--- src/rtl/acia_io_scheduler_pkg.sv ---
// Shared definitions for the ACIA io scheduler: source tags, drain FSM
// encoding, default pacing parameters and the round-robin pick helper.
package acia_pkg;

  localparam logic SRC_IKBD = 1'b0;
  localparam logic SRC_MIDI = 1'b1;

  localparam int DEFAULT_IN_GAP = 64;
  localparam int DEFAULT_GAP_W  = 16;

  typedef enum logic [1:0] {
    IDLE = 2'd0,
    HOLD = 2'd1,
    GAP  = 2'd2
  } drain_state_t;

  // Fair choice between the two out-FIFOs: a lone requester wins outright,
  // a tie goes to whichever source did not transfer last.
  function automatic logic rr_pick(input logic ikbd_avail,
                                   input logic midi_avail,
                                   input logic last_src);
    if (ikbd_avail && midi_avail) return ~last_src;
    return midi_avail ? SRC_MIDI : SRC_IKBD;
  endfunction

endpackage

--- src/rtl/acia_io_scheduler_if.sv ---
// Byte channel between the scheduler and the io controller: the tagged
// outbound stream plus the ikbd-bound inbound byte path.
interface acia_io_scheduler_if;

  logic       io_valid;
  logic       io_ready;
  logic       io_src;
  logic [7:0] io_data;
  logic       io_in_valid;
  logic [7:0] io_in_data;
  logic       io_in_ready;

  modport master (
    output io_valid, io_src, io_data, io_in_ready,
    input  io_ready, io_in_valid, io_in_data
  );

  modport slave (
    input  io_valid, io_src, io_data, io_in_ready,
    output io_ready, io_in_valid, io_in_data
  );

endinterface

--- src/rtl/acia_io_scheduler_in_pacer.sv ---
// Inbound pacer: one-byte holding register and gap counter that spaces
// ikbd in-FIFO writes at least IN_GAP+1 cycles apart.
module acia_in_pacer
  import acia_pkg::*;
#(
  parameter int IN_GAP = DEFAULT_IN_GAP,
  parameter int GAP_W  = DEFAULT_GAP_W
) (
  input  logic       clk,
  input  logic       reset_n,
  input  logic       in_valid,
  input  logic [7:0] in_data,
  output logic       in_ready,
  output logic       out_strobe,
  output logic [7:0] out_data
);

  localparam logic [GAP_W-1:0] GAP_LOAD = GAP_W'(IN_GAP - 1);

  logic             pending;
  logic [GAP_W-1:0] gap;

  // Accept only when nothing is held and the spacing window has elapsed.
  always_comb in_ready = !pending && (gap == '0);

  // Latch an accepted byte, write it out the next cycle, then count down the gap.
  always_ff @(posedge clk or negedge reset_n) begin
    if (!reset_n) begin
      pending    <= 1'b0;
      gap        <= '0;
      out_strobe <= 1'b0;
      out_data   <= 8'h00;
    end else begin
      out_strobe <= 1'b0;
      if (pending) begin
        out_strobe <= 1'b1;
        pending    <= 1'b0;
        gap        <= GAP_LOAD;
      end else if (gap != '0) begin
        gap <= gap - 1'b1;
      end
      if (in_valid && in_ready) begin
        out_data <= in_data;
        pending  <= 1'b1;
      end
    end
  end

endmodule

--- src/rtl/acia_io_scheduler.sv ---
// ACIA io scheduler: drains the ikbd and MIDI out-FIFOs into one tagged
// byte stream and paces inbound keyboard bytes into the ikbd in-FIFO.
// Optional build macro ACIA_SCHED_MIDI_PRIO_EN gives MIDI strict priority;
// without it the two sources are served round-robin.
module acia_io_scheduler
  import acia_pkg::*;
#(
  parameter int IN_GAP = DEFAULT_IN_GAP,
  parameter int GAP_W  = DEFAULT_GAP_W
) (
  input  logic       clk,
  input  logic       reset_n,
  input  logic       ikbd_avail,
  input  logic [7:0] ikbd_data,
  output logic       ikbd_strobe,
  input  logic       midi_avail,
  input  logic [7:0] midi_data,
  output logic       midi_strobe,
  output logic       ikbd_in_strobe,
  output logic [7:0] ikbd_in_data,
  acia_io_scheduler_if.master io
);

  drain_state_t state, next_state;
  logic         last_src;
  logic         pick;
  logic         any_avail;

  // Source selection for the next byte taken in IDLE.
  always_comb begin
    any_avail = ikbd_avail || midi_avail;
`ifdef ACIA_SCHED_MIDI_PRIO_EN
    pick = midi_avail ? SRC_MIDI : SRC_IKBD;
`else
    pick = rr_pick(ikbd_avail, midi_avail, last_src);
`endif
  end

  // Drain FSM state register.
  always_ff @(posedge clk or negedge reset_n) begin
    if (!reset_n) state <= IDLE;
    else          state <= next_state;
  end

  // Drain FSM transitions: take a byte, hold it until accepted, let avail settle.
  always_comb begin
    next_state = state;
    case (state)
      IDLE:    if (any_avail)   next_state = HOLD;
      HOLD:    if (io.io_ready) next_state = GAP;
      GAP:                      next_state = IDLE;
      default:                  next_state = IDLE;
    endcase
  end

  // The byte is presented for the whole HOLD state.
  always_comb io.io_valid = (state == HOLD);

  // Latch head byte and tag, pop the chosen FIFO once, remember who went last.
  always_ff @(posedge clk or negedge reset_n) begin
    if (!reset_n) begin
      io.io_data  <= 8'h00;
      io.io_src   <= SRC_IKBD;
      ikbd_strobe <= 1'b0;
      midi_strobe <= 1'b0;
      last_src    <= SRC_MIDI;
    end else begin
      ikbd_strobe <= 1'b0;
      midi_strobe <= 1'b0;
      if (state == IDLE && any_avail) begin
        io.io_data  <= (pick == SRC_MIDI) ? midi_data : ikbd_data;
        io.io_src   <= pick;
        ikbd_strobe <= (pick == SRC_IKBD);
        midi_strobe <= (pick == SRC_MIDI);
      end
      if (state == HOLD && io.io_ready) begin
        last_src <= io.io_src;
      end
    end
  end

  acia_in_pacer #(
    .IN_GAP (IN_GAP),
    .GAP_W  (GAP_W)
  ) u_in_pacer (
    .clk        (clk),
    .reset_n    (reset_n),
    .in_valid   (io.io_in_valid),
    .in_data    (io.io_in_data),
    .in_ready   (io.io_in_ready),
    .out_strobe (ikbd_in_strobe),
    .out_data   (ikbd_in_data)
  );

endmodule

--- src/flat_wrapper.sv ---
// flat-port wrapper written by rule: the top's interface ports become plain ports
module acia_io_scheduler_flat import acia_pkg::*;
#(
  parameter int IN_GAP = DEFAULT_IN_GAP,
  parameter int GAP_W  = DEFAULT_GAP_W
)
  (clk, reset_n, ikbd_avail, ikbd_data, ikbd_strobe, midi_avail, midi_data, midi_strobe, ikbd_in_strobe, ikbd_in_data, io_io_valid, io_io_src, io_io_data, io_io_in_ready, io_io_ready, io_io_in_valid, io_io_in_data);
  acia_io_scheduler_if io_i ();
  input  logic clk;
  input  logic reset_n;
  input  logic ikbd_avail;
  input  logic [7:0] ikbd_data;
  output logic ikbd_strobe;
  input  logic midi_avail;
  input  logic [7:0] midi_data;
  output logic midi_strobe;
  output logic ikbd_in_strobe;
  output logic [7:0] ikbd_in_data;
  output wire logic [$bits(io_i.io_valid)-1:0] io_io_valid;
  output wire logic [$bits(io_i.io_src)-1:0] io_io_src;
  output wire logic [$bits(io_i.io_data)-1:0] io_io_data;
  output wire logic [$bits(io_i.io_in_ready)-1:0] io_io_in_ready;
  input wire logic [$bits(io_i.io_ready)-1:0] io_io_ready;
  input wire logic [$bits(io_i.io_in_valid)-1:0] io_io_in_valid;
  input wire logic [$bits(io_i.io_in_data)-1:0] io_io_in_data;
  assign io_io_valid = io_i.io_valid;
  assign io_io_src = io_i.io_src;
  assign io_io_data = io_i.io_data;
  assign io_io_in_ready = io_i.io_in_ready;
  assign io_i.io_ready = io_io_ready;
  assign io_i.io_in_valid = io_io_in_valid;
  assign io_i.io_in_data = io_io_in_data;
  acia_io_scheduler #(.IN_GAP(IN_GAP), .GAP_W(GAP_W)) u_core (.clk(clk), .reset_n(reset_n), .ikbd_avail(ikbd_avail), .ikbd_data(ikbd_data), .ikbd_strobe(ikbd_strobe), .midi_avail(midi_avail), .midi_data(midi_data), .midi_strobe(midi_strobe), .ikbd_in_strobe(ikbd_in_strobe), .ikbd_in_data(ikbd_in_data), .io(io_i));
endmodule
--- config.mk ---
export PLATFORM = sky130hd
export DESIGN_NAME = acia_io_scheduler_flat
export DESIGN_NICKNAME = d
export VERILOG_FILES = /design/src/rtl/acia_io_scheduler_pkg.sv /design/src/rtl/acia_io_scheduler_if.sv /design/src/rtl/acia_io_scheduler_in_pacer.sv /design/src/rtl/acia_io_scheduler.sv /design/src/flat_wrapper.sv
export SDC_FILE = /design/constraint.sdc
export NUM_CORES = 1
export LEC_CHECK = 0
export ABC_CLOCK_PERIOD_IN_PS = 5000
export BUFFER_PORTS_ARGS = -buffer_cell sky130_fd_sc_hd__buf_4
export CORE_MARGIN = 4
export CORE_UTILIZATION = 55
export DETAILED_ROUTE_END_ITERATION = 8
export GPL_TIMING_DRIVEN = 0
export HOLD_SLACK_MARGIN = 0.06
export PLACE_DENSITY = 0.93
export SYNTH_ARGS = -nofsm -noshare
export SYNTH_HDL_FRONTEND = slang
export SYNTH_SLANG_ARGS = --single-unit
--- constraint.sdc ---
create_clock -name clk -period 5 [get_ports clk]
set_clock_uncertainty 0.1 [all_clocks]
set_input_delay 0.75 -clock clk [delete_from_list [all_inputs] [get_ports clk]]
set_output_delay 0.75 -clock clk [all_outputs]
set_load 0.01 [all_outputs]
==> results.ini, run 1 <==
[run_status]
status = complete, no violations

[layout]
fin_nets = 247
n_antenna_cell = 0
drive_above_1_share_pct = 35.0
syn2layout_area_growth_pct = 27.0
fillCellCount = 222

[routing]
route.met2.wl_um = 2440
wl_per_cell_um = 16.9
viasPerCell = 5.79
vias = 1512
drc_errors = 0
ant_nets = 0
drt_iter0_markers = 68
route.met3.wl_um = 274
drt_wl_total_um = 4410
top_layer_used = met4
drt_first_pass_iters = 4
drt-met1-wl_um = 1630

[clocking]
ctsHoldBuffers = 0
clock_latency_ps = 350
clk_pin_slew_worst_paths_ps = 110
cts_tree = built
cts_resized = 0
htree_levels = 2
clockRootBuffer = clkbuf_4
clk_path_buf_depth = 2
clock-sinks = 40
numCtsBuffers = 5
post_cts_buffers = 0

[yosys]
synth_top_area_share_pct = 53.0
ys_seq_area_share_pct = 54.4
syn_area_per_cell_um2 = 11.7
synth_nets = 189
ys_types = 42
synth_area_leader_cell = dfrtp_1
ys_warn_count = 0
syn_area_um2 = 1840
ys_top_cells_by_area = dfrtp_1, mux2_4, a22o_1, a21o_1, a21oi_1
synth-seq-cells = 40
synthCells = 158

[pwr]
peakVddDrop_mv = 0.348
seqPwrFrac_pct = 42.3
power.share.combinational_pct = 45.5
switching_power_mw = 0.508
powerDensity_nw_per_um2 = 593
p_sw_share_pct = 36.6
power.internal_mw = 0.879
power_leakage_nw = 1.14
clkPwrFrac_pct = 12.2

[floorplan]
rows = 20
die_h_um = 65.9
dieArea_um2 = 4340
dieWidth_um = 65.9
ios = 52
initial_utilization_pct = 58.9
core_area_um2 = 3130

[worst_setup_path]
crit_chain = or4_4 > buf_6 > nor3_4 > nand3_1 > nor2_1 > buf_4
critPathSlowestCell = or4_4
end_kind = primary output
worstPathMaxFanout = 8
crit_required_ps = 4150
worst-setup-path-type = flip-flop to primary output
crit_arrival_ps = 2200
critPathLaunchType = flip-flop
critPathMaxStageDelay_ps = 520

[global_route]
antenna_found_initial = 0
grtUsageTotal_pct = 22.1
grt_max_degree = 41
overflow = 0
grt_pass1_vias = 1564
grt_pass1_wl_um = 7230

[sta]
slew_violations = 0
rsz0062_at_grt = no
hold_viol_final = 0
tightest_slew_ps = 690
fin_crit_sh_pct = 61.1
period_minus_slack_ps = 3050
max_freq_ghz = 0.327
holdWs_ps = 256
setup_viol = 0
slew-limit-headroom_pct = 54.0
fin_setup_tns_ps = 0

[placement]
port_buffers = 51
dp_hpwl_um = 3200
gp_congestion = 0.856

[run]
maxCapViolCount = 0

[hold_path]
worstHoldPathType = primary input to async pin

==> cell families (layout without fill, tap and decap cells) <==
group	count (synthesis)	in the layout	synth area share [%]
DFF	40	40	54.4
buffers and inverters	11	70	3.05
adders and majority gates	1	1	0.679
and+or+nand+nor	47	47	15.2
muxes	13	13	9.50
AOI/OAI and AO/OA	46	46	17.2
==> worst max-delay path: cells and delay by family (launching register included) <==
| family | cells | cell delay [ps] |
|---|---|---|
| and+or+nand+nor | 4 | 1150 |
| DFF | 1 | 430 |
| buffers and inverters | 2 | 280 |
==> final timing paths <==
check                                                       from                                        end  slack (ps)  depth (start not counted)
setup reg to reg            u_core.u_in_pacer.gap[0]$_DFFE_PN0N_  u_core.u_in_pacer.out_data[3]$_DFFE_PN0P_        2370                          7
setup / recovery           u_core.u_in_pacer.gap[12]$_DFFE_PN0N_                             io_io_in_ready        1950                          6
min in group clk             u_core.u_in_pacer.pending$_DFF_PN0_     u_core.u_in_pacer.out_strobe$_DFF_PN0_         360                          0
max in group asynchronous                                reset_n                u_core.last_src$_DFFE_PN1P_        4160                          1
hold reg to reg              u_core.u_in_pacer.pending$_DFF_PN0_     u_core.u_in_pacer.out_strobe$_DFF_PN0_         360                          0
hold / removal                                           reset_n      u_core.u_in_pacer.gap[15]$_DFFE_PN0N_         260                          1
==> metal layers <==
metal | GRT usage [%] | up-vias
met2 | 41.1 | 56
met3 | 6.12 | 8
li1 | - | 705
met5 | 0 | -
met1 | 23.0 | 743
met4 | 9.59 | 0
==> sequential cells by signal, summed over array words and instances, names as in the netlist, 2 cells and up <==
signal / flops
u_core.u_in_pacer.gap: 16
u_core.io.io_data: 8
u_core.u_in_pacer.out_data: 8
u_core.state: 2
==> synthesized netlist by cell type (all sizes together) <==
cell type / instances
dfrtp: 39
nor2: 13
mux2: 12
a21oi: 11
a21o: 9
a22o: 8
o21ai: 6
inv: 5
nand2: 5
clkbuf: 4
nor2b: 4
o31ai: 4
or4: 4
nor4: 3
or3: 3
a211oi: 2
and2: 2
buf: 2
nand4: 2
nor3: 2
or2: 2
a211o: 1
a31oi: 1
and3: 1
and4b: 1
dfstp: 1
ha: 1
mux2i: 1
nand2b: 1
nand3: 1
nor3b: 1
nor4b: 1
o211ai: 1
o311ai: 1
o31a: 1
o41ai: 1
or3b: 1
==> through the flow <==
stage | worst slack [ps] | power [mW] | instances | utilization [%] | instance area, µm²
detailed placement | 2350 | 1.22 | 253 | 72.9 | 2280
CTS | 1960 | 1.39 | 261 | 74.8 | 2340
global placement | 2350 | 1.17 | 253 | 72.9 | 2280
finish | 1950 | 1.39 | 261 | 74.8 | 2340
global route | 1850 | 1.49 | 261 | 74.8 | 2340
floorplan | 2540 | 0.972 | 158 | - | 1840
==> power groups by stage <==
stage	Sequential [mW]	Clock, mW	Combinational (mW)
global placement	0.573	0	0.601
detailed placement	0.588	0	0.629
global route	0.606	0.191	0.690
floorplan	0.599	0	0.373
CTS	0.584	0.171	0.635
finish	0.587	0.170	0.630
==> layout make-up <==
| type | count | area, µm² | area share, % |
|---|---|---|---|
| sequential | 40 | 1000 | 42.8 |
| timing repair buffer | 51 | 383 | 16.4 |
| inverter | 5 | 18.8 | 0.802 |
| multi-input combinational | 107 | 785 | 33.5 |
| tap | 44 | 55.1 | 2.35 |
| buffer | 6 | 37.5 | 1.60 |
| clock buffer | 8 | 58.8 | 2.51 |
==> cell usage in the layout, fill, tap and decap left out, types with 3 or more instances in the layout <==
master / synthesis / routed
buf_4: 0 / 51
dfrtp_1: 39 / 39
nor4_1: 3 / 3
a21o_1: 9 / 9
clkbuf_4: 0 / 5
clkbuf_1: 4 / 6
nor2_1: 13 / 13
o31ai_1: 4 / 4
nor2b_1: 4 / 4
inv_1: 5 / 5
mux2_1: 3 / 3
a21oi_1: 11 / 11
o21ai_0: 6 / 6
mux2_4: 8 / 8
nand2_1: 5 / 5
a22o_1: 8 / 8
(Power assumes the default switching activity.)
==> inputs of run 2 (changes only) <==
--- a/config.mk
+++ b/config.mk
@@ -5,14 +5,14 @@
 export SDC_FILE = /design/constraint.sdc
 export NUM_CORES = 1
 export LEC_CHECK = 0
-export ABC_CLOCK_PERIOD_IN_PS = 5000
+export ABC_CLOCK_PERIOD_IN_PS = 2800
 export BUFFER_PORTS_ARGS = -buffer_cell sky130_fd_sc_hd__buf_4
 export CORE_MARGIN = 4
-export CORE_UTILIZATION = 55
+export CORE_UTILIZATION = 46
 export DETAILED_ROUTE_END_ITERATION = 8
 export GPL_TIMING_DRIVEN = 0
 export HOLD_SLACK_MARGIN = 0.06
-export PLACE_DENSITY = 0.93
+export PLACE_DENSITY = 0.84
 export SYNTH_ARGS = -nofsm -noshare
 export SYNTH_HDL_FRONTEND = slang
 export SYNTH_SLANG_ARGS = --single-unit
==> constraint.sdc (replaced) <==
create_clock -name clk -period 2.8 [get_ports clk]
set_clock_uncertainty 0.1 [all_clocks]
set_input_delay 0.42 -clock clk [delete_from_list [all_inputs] [get_ports clk]]
set_output_delay 0.42 -clock clk [all_outputs]
set_load 0.01 [all_outputs]
==> run 2 against run 1 <==
Effect of this change:
- sequential share of layout area decreased by 1.5 points
- sequential cell count did not move
- routed wire length is 3.9% lower
- global-route usage shrank 4.2 points
- combinational power up 79%
- non-clock buffer count rose by 1
- largest cell class unchanged
- highest routed layer unchanged
- critical path depth stayed put
- register-to-register slack worse by 2100 ps
- via count down 2.1%
==> results.ini, run 2 (synthesis gave the netlist of run 1 again) <==
[run_status]
status = complete, no violations

[layout]
n_antenna_cell = 0
post-route-util_pct = 64.2
syn2layout_area_growth_pct = 31.4
drive_above_1_share_pct = 35.8
mostFrequentLayoutCell = buf_4
fin_nets = 248
finalNonFillerCells = 266
final_cell_mix = buf_4, dfrtp_1, nor2_1
regMostFlops = u_core.u_in_pacer.gap
largest_reg_flops = 16
largestRegisters = u_core.u_in_pacer.gap: 16 flops, u_core.io.io_data: 8 flops, u_core.u_in_pacer.out_data: 8 flops

[placement]
gp_congestion = 0.880
port_buffers = 51
dp_cells = 257
dp_hpwl_um = 3090

[sta]
holdWs_ps = 216
fin_crit_sh_pct = 94.4
max_freq_ghz = 0.378
setup_viol = 0
rsz0062_at_grt = no
fin_setup_tns_ps = 0
tightest_slew_ps = 670
slew_violations = 0
period_minus_slack_ps = 2640
slew-limit-headroom_pct = 55.3
hold_viol_final = 0

[floorplan]
rows = 22
initial_utilization_pct = 48.9
die_h_um = 71.3
core_area_um2 = 3770
dieWidth_um = 71.3
dieArea_um2 = 5080
ios = 52

[routing]
drc_errors = 0
drt_iter0_markers = 66
vias = 1480
ant_nets = 0
drt_first_pass_iters = 4
viasPerCell = 5.56
wl_per_cell_um = 15.9
drt_wl_total_um = 4240

[worst_setup_path]
critPathSlowestCell = or4_4
crit_family = simple AND/OR/NAND/NOR gates
crit_chain = or4_4 > buf_6 > nor3_4 > nand3_1 > nor2_1 > buf_4
crit_cells = 6
reg2reg_slack_ps = 270
worstPathMaxFanout = 8
critPathMaxStageDelay_ps = 530
r2r-end = u_core.u_in_pacer.out_data[6]$_DFFE_PN0P_
crit_required_ps = 2280
critPathLaunchType = flip-flop
end_kind = primary output
path_buf_inv = 2
ff2ff_path_depth = 7
startpoint = u_core.u_in_pacer.gap[13]$_DFFE_PN0N_
crit_arrival_ps = 2120
worst-setup-path-type = flip-flop to primary output
crit_path_end = io_io_in_ready
r2r_start = u_core.u_in_pacer.gap[0]$_DFFE_PN0N_

[clocking]
clockRootBuffer = clkbuf_8
htree_levels = 2
cts_tree = built
clk_pin_slew_worst_paths_ps = 80
clock-sinks = 40
clk_path_buf_depth = 2
post_cts_buffers = 0
cts_resized = 0
numCtsBuffers = 5
clock_latency_ps = 290

[pwr]
peakVddDrop_mv = 0.522
total_power_mw = 2.69
power_leakage_nw = 1.18
powerDensity_nw_per_um2 = 1110

[global_route]
overflow = 0
grt_pass1_wl_um = 7280
grt_max_degree = 41
grtUsageTotal_pct = 18.0
antenna_found_initial = 0
grt_pass1_vias = 1484

[hold_path]
hold_depth = 2
worstHoldPathType = primary input to flip-flop

[run]
maxCapViolCount = 0

run 2: worst min path at each step:
| stage | from | to | slack, ps |
|---|---|---|---|
| after floorplan | reset_n | u_core.ikbd_strobe$_DFF_PN0_ | 20 |
| after global placement | reset_n | u_core.state[0]$_DFFE_PN0P_ | 320 |
| after detailed placement | reset_n | u_core.state[1]$_DFFE_PN0P_ | 320 |
| after CTS | io_io_ready | u_core.state[0]$_DFFE_PN0P_ | 210 |
| after global routing | ikbd_data[0] | u_core.io.io_data[0]$_DFFE_PN0P_ | 220 |
| final | io_io_ready | u_core.state[0]$_DFFE_PN0P_ | 220 |
run 2: per-layer routing:
layer | wire length (µm) | track usage, % | vias up | part of all wire (%)
li1 | - | - | 703 | -
met1 | 1760 | 24.5 | 717 | 41
met2 | 2110 | 28.6 | 56 | 50
met3 | 361 | 4.63 | 4 | 8.5
met4 | 16 | 5.01 | 0 | 0.38
met5 | 0 | 0 | - | 0
run 2: layout make-up:
cell class	instances	area, µm²
Fill cell	288	1350
Tap cell	48	60.1
Sequential cell	40	1000
Timing Repair Buffer	52	393
Multi-Input combinational cell	107	785
Clock buffer	7	96.3
Buffer	6	37.5
Clock inverter	1	30.0
Inverter	5	18.8
run 2: power by group:
| part | switching, mW | leakage (nW) | internal [mW] |
|---|---|---|---|
| Combinational | 0.526 | 0.616 | 0.609 |
| Sequential | 0.200 | 0.500 | 0.842 |
| Clock | 0.195 | 0.0645 | 0.314 |
run 2: what timing repair did:
action                                  4_1_cts  5_1_grt
endpoints found under the setup margin        0        1
hold endpoints to repair                     39        0
hold buffers                                  1        0
run 2: metrics by stage:
| step | cell area [µm²] | worst slack, ps |
|---|---|---|
| final | 2420 | 156 |
| after global routing | 2420 | 10.2 |
| after CTS | 2420 | 135 |
| after detailed placement | 2290 | 303 |
| after global placement | 2290 | 355 |
| after floorplan | 1840 | 616 |
==> inputs of run 3 (changes only) <==
--- a/config.mk
+++ b/config.mk
@@ -5,14 +5,14 @@
 export SDC_FILE = /design/constraint.sdc
 export NUM_CORES = 1
 export LEC_CHECK = 0
-export ABC_CLOCK_PERIOD_IN_PS = 2800
+export ABC_CLOCK_PERIOD_IN_PS = 2500
 export BUFFER_PORTS_ARGS = -buffer_cell sky130_fd_sc_hd__buf_4
 export CORE_MARGIN = 4
-export CORE_UTILIZATION = 46
+export CORE_UTILIZATION = 30
 export DETAILED_ROUTE_END_ITERATION = 8
 export GPL_TIMING_DRIVEN = 0
 export HOLD_SLACK_MARGIN = 0.06
-export PLACE_DENSITY = 0.84
+export PLACE_DENSITY = 0.6
 export SYNTH_ARGS = -nofsm -noshare
 export SYNTH_HDL_FRONTEND = slang
 export SYNTH_SLANG_ARGS = --single-unit
==> constraint.sdc (replaced) <==
create_clock -name clk -period 2.5 [get_ports clk]
set_clock_uncertainty 0.1 [all_clocks]
set_input_delay 0.375 -clock clk [delete_from_list [all_inputs] [get_ports clk]]
set_output_delay 0.375 -clock clk [all_outputs]
set_load 0.01 [all_outputs]
==> run 3 against run 2 <==
Effect of this change:
- critical endpoint unchanged
- sequential power up 12%
- worst setup slack worse by 53 ps
- clock power up 2%
- cell area rose by 1.5%
- critical path type unchanged
- total power grew 8.5%
==> results.ini, run 3 (synthesis gave the netlist of run 1 again) <==
[floorplan]
core_area_um2 = 5960
dieWidth_um = 86.4
die_h_um = 86.4
initial_utilization_pct = 30.9
rows = 28
ios = 52
dieArea_um2 = 7460

[worst_setup_path]
crit_arrival_ps = 1920
worstPathMaxFanout = 6
critPathLaunchType = flip-flop
end_kind = primary output
worst-setup-path-type = flip-flop to primary output
crit_required_ps = 2030

[layout]
regMostFlops = u_core.u_in_pacer.gap
syn2layout_area_growth_pct = 33.4
drive_above_1_share_pct = 37.0
n_antenna_cell = 0
post-route-util_pct = 41.3
mostFrequentLayoutCell = buf_4
largestRegisters = u_core.u_in_pacer.gap: 16 flops, u_core.io.io_data: 8 flops, u_core.u_in_pacer.out_data: 8 flops
fin_nets = 249
largest_reg_flops = 16
final_cell_mix = buf_4, dfrtp_1, nor2_1

[run]
maxCapViolCount = 0

[global_route]
grt_pass1_vias = 1476
overflow = 0
antenna_found_initial = 0
grtUsageTotal_pct = 11.4
grt_max_degree = 41
grt_pass1_wl_um = 6720

[sta]
slew-limit-headroom_pct = 48.5
period_minus_slack_ps = 2400
setup_viol = 0
fin_setup_tns_ps = 0
fin_crit_sh_pct = 95.9
slew_violations = 0
max_freq_ghz = 0.417
hold_viol_final = 0
rsz0062_at_grt = no
holdWs_ps = 181
tightest_slew_ps = 773

[pwr]
peakVddDrop_mv = 0.494
power_leakage_nw = 1.18
powerDensity_nw_per_um2 = 1190
total_power_mw = 2.91

[clocking]
numCtsBuffers = 5
clock_latency_ps = 290
clockRootBuffer = clkbuf_8
htree_levels = 2
clock-sinks = 40
cts_tree = built
clk_pin_slew_worst_paths_ps = 80
clk_path_buf_depth = 2

[routing]
wl_per_cell_um = 13.4
ant_nets = 0
vias = 1422
drt_first_pass_iters = 4
drt_wl_total_um = 3950
drt_iter0_markers = 67
viasPerCell = 4.84
drc_errors = 0

[placement]
gp_congestion = 0.807
dp_hpwl_um = 2740
port_buffers = 51

[run_status]
status = complete, no violations

[hold_path]
worstHoldPathType = primary input to flip-flop

-- run 3: changes by cell type in the layout (fill, tap and decap cells not counted) --
cell and delta:
clkinvlp_4 +1, clkbuf_8 -2, clkinv_2 +1, nor3b_2 +1
nor3b_1 -1, buf_4 +1, nand3_2 +1, nand3_1 -1
-- run 3: path summary, 6_finish.rpt --
path,start,endpoint,slack [ps],depth (start not counted)
worst max-delay path,u_core.u_in_pacer.gap[12]$_DFFE_PN0N_,io_io_in_ready,100,6
worst min-delay path,ikbd_data[6],u_core.io.io_data[6]$_DFFE_PN0P_,180,2
worst max register to register,u_core.u_in_pacer.gap[12]$_DFFE_PN0N_,u_core.u_in_pacer.out_data[4]$_DFFE_PN0P_,140,7
worst min register to register,u_core.u_in_pacer.pending$_DFF_PN0_,u_core.u_in_pacer.out_strobe$_DFF_PN0_,370,0
max in group asynchronous,reset_n,u_core.last_src$_DFFE_PN1P_,1430,2
min in group asynchronous,reset_n,u_core.u_in_pacer.gap[0]$_DFFE_PN0N_,500,2
-- run 3: cell type report --
class,count,area (µm²)
Fill cell,608,3500
Sequential cell,40,1000
Multi-Input combinational cell,107,795
Timing Repair Buffer,53,400
Tap cell,75,93.8
Clock buffer,5,68.8
Clock inverter,3,42.5
Buffer,6,37.5
Inverter,5,18.8
-- run 3: routing by layer --
metal | global-route usage (%) | wire length, µm
met3 | 2.57 | 259
met2 | 17.8 | 1850
met4 | 6.80 | 86
met1 | 14.3 | 1760
met5 | 0 | 0
-- run 3: what timing repair did --
action	CTS	global route
hold endpoints to repair	39	0
setup buffers	1	0
pin swaps	1	0
hold buffers	1	0
gates resized for setup	0	2
setup endpoints to repair	1	13
-- run 3: through the flow --
step / worst slack (ps) / cell area (µm²) / std cells
final: 103 / 2460 / 294
after global routing: 11.6 / 2460 / 294
after CTS: 8.42 / 2450 / 294
after detailed placement: 32.8 / 2320 / 284
after global placement: 65.9 / 2320 / 284
after floorplan: 316 / 1840 / 158
-- run 3: power breakdown --
group / internal, mW / switching [mW] / total [mW]
Clock: 0.295 / 0.223 / 0.518
Combinational: 0.687 / 0.550 / 1.24
Sequential: 0.942 / 0.217 / 1.16
Total: 1.92 / 0.990 / 2.91
-- run 3: worst max-delay path, cell delays in order, from the launching register on --
cell     delay (ps)
dfrtp_1         430
or4_4           530
buf_6           150
nor3_4          150
nand3_2         120
nor2_1          120
buf_4           130
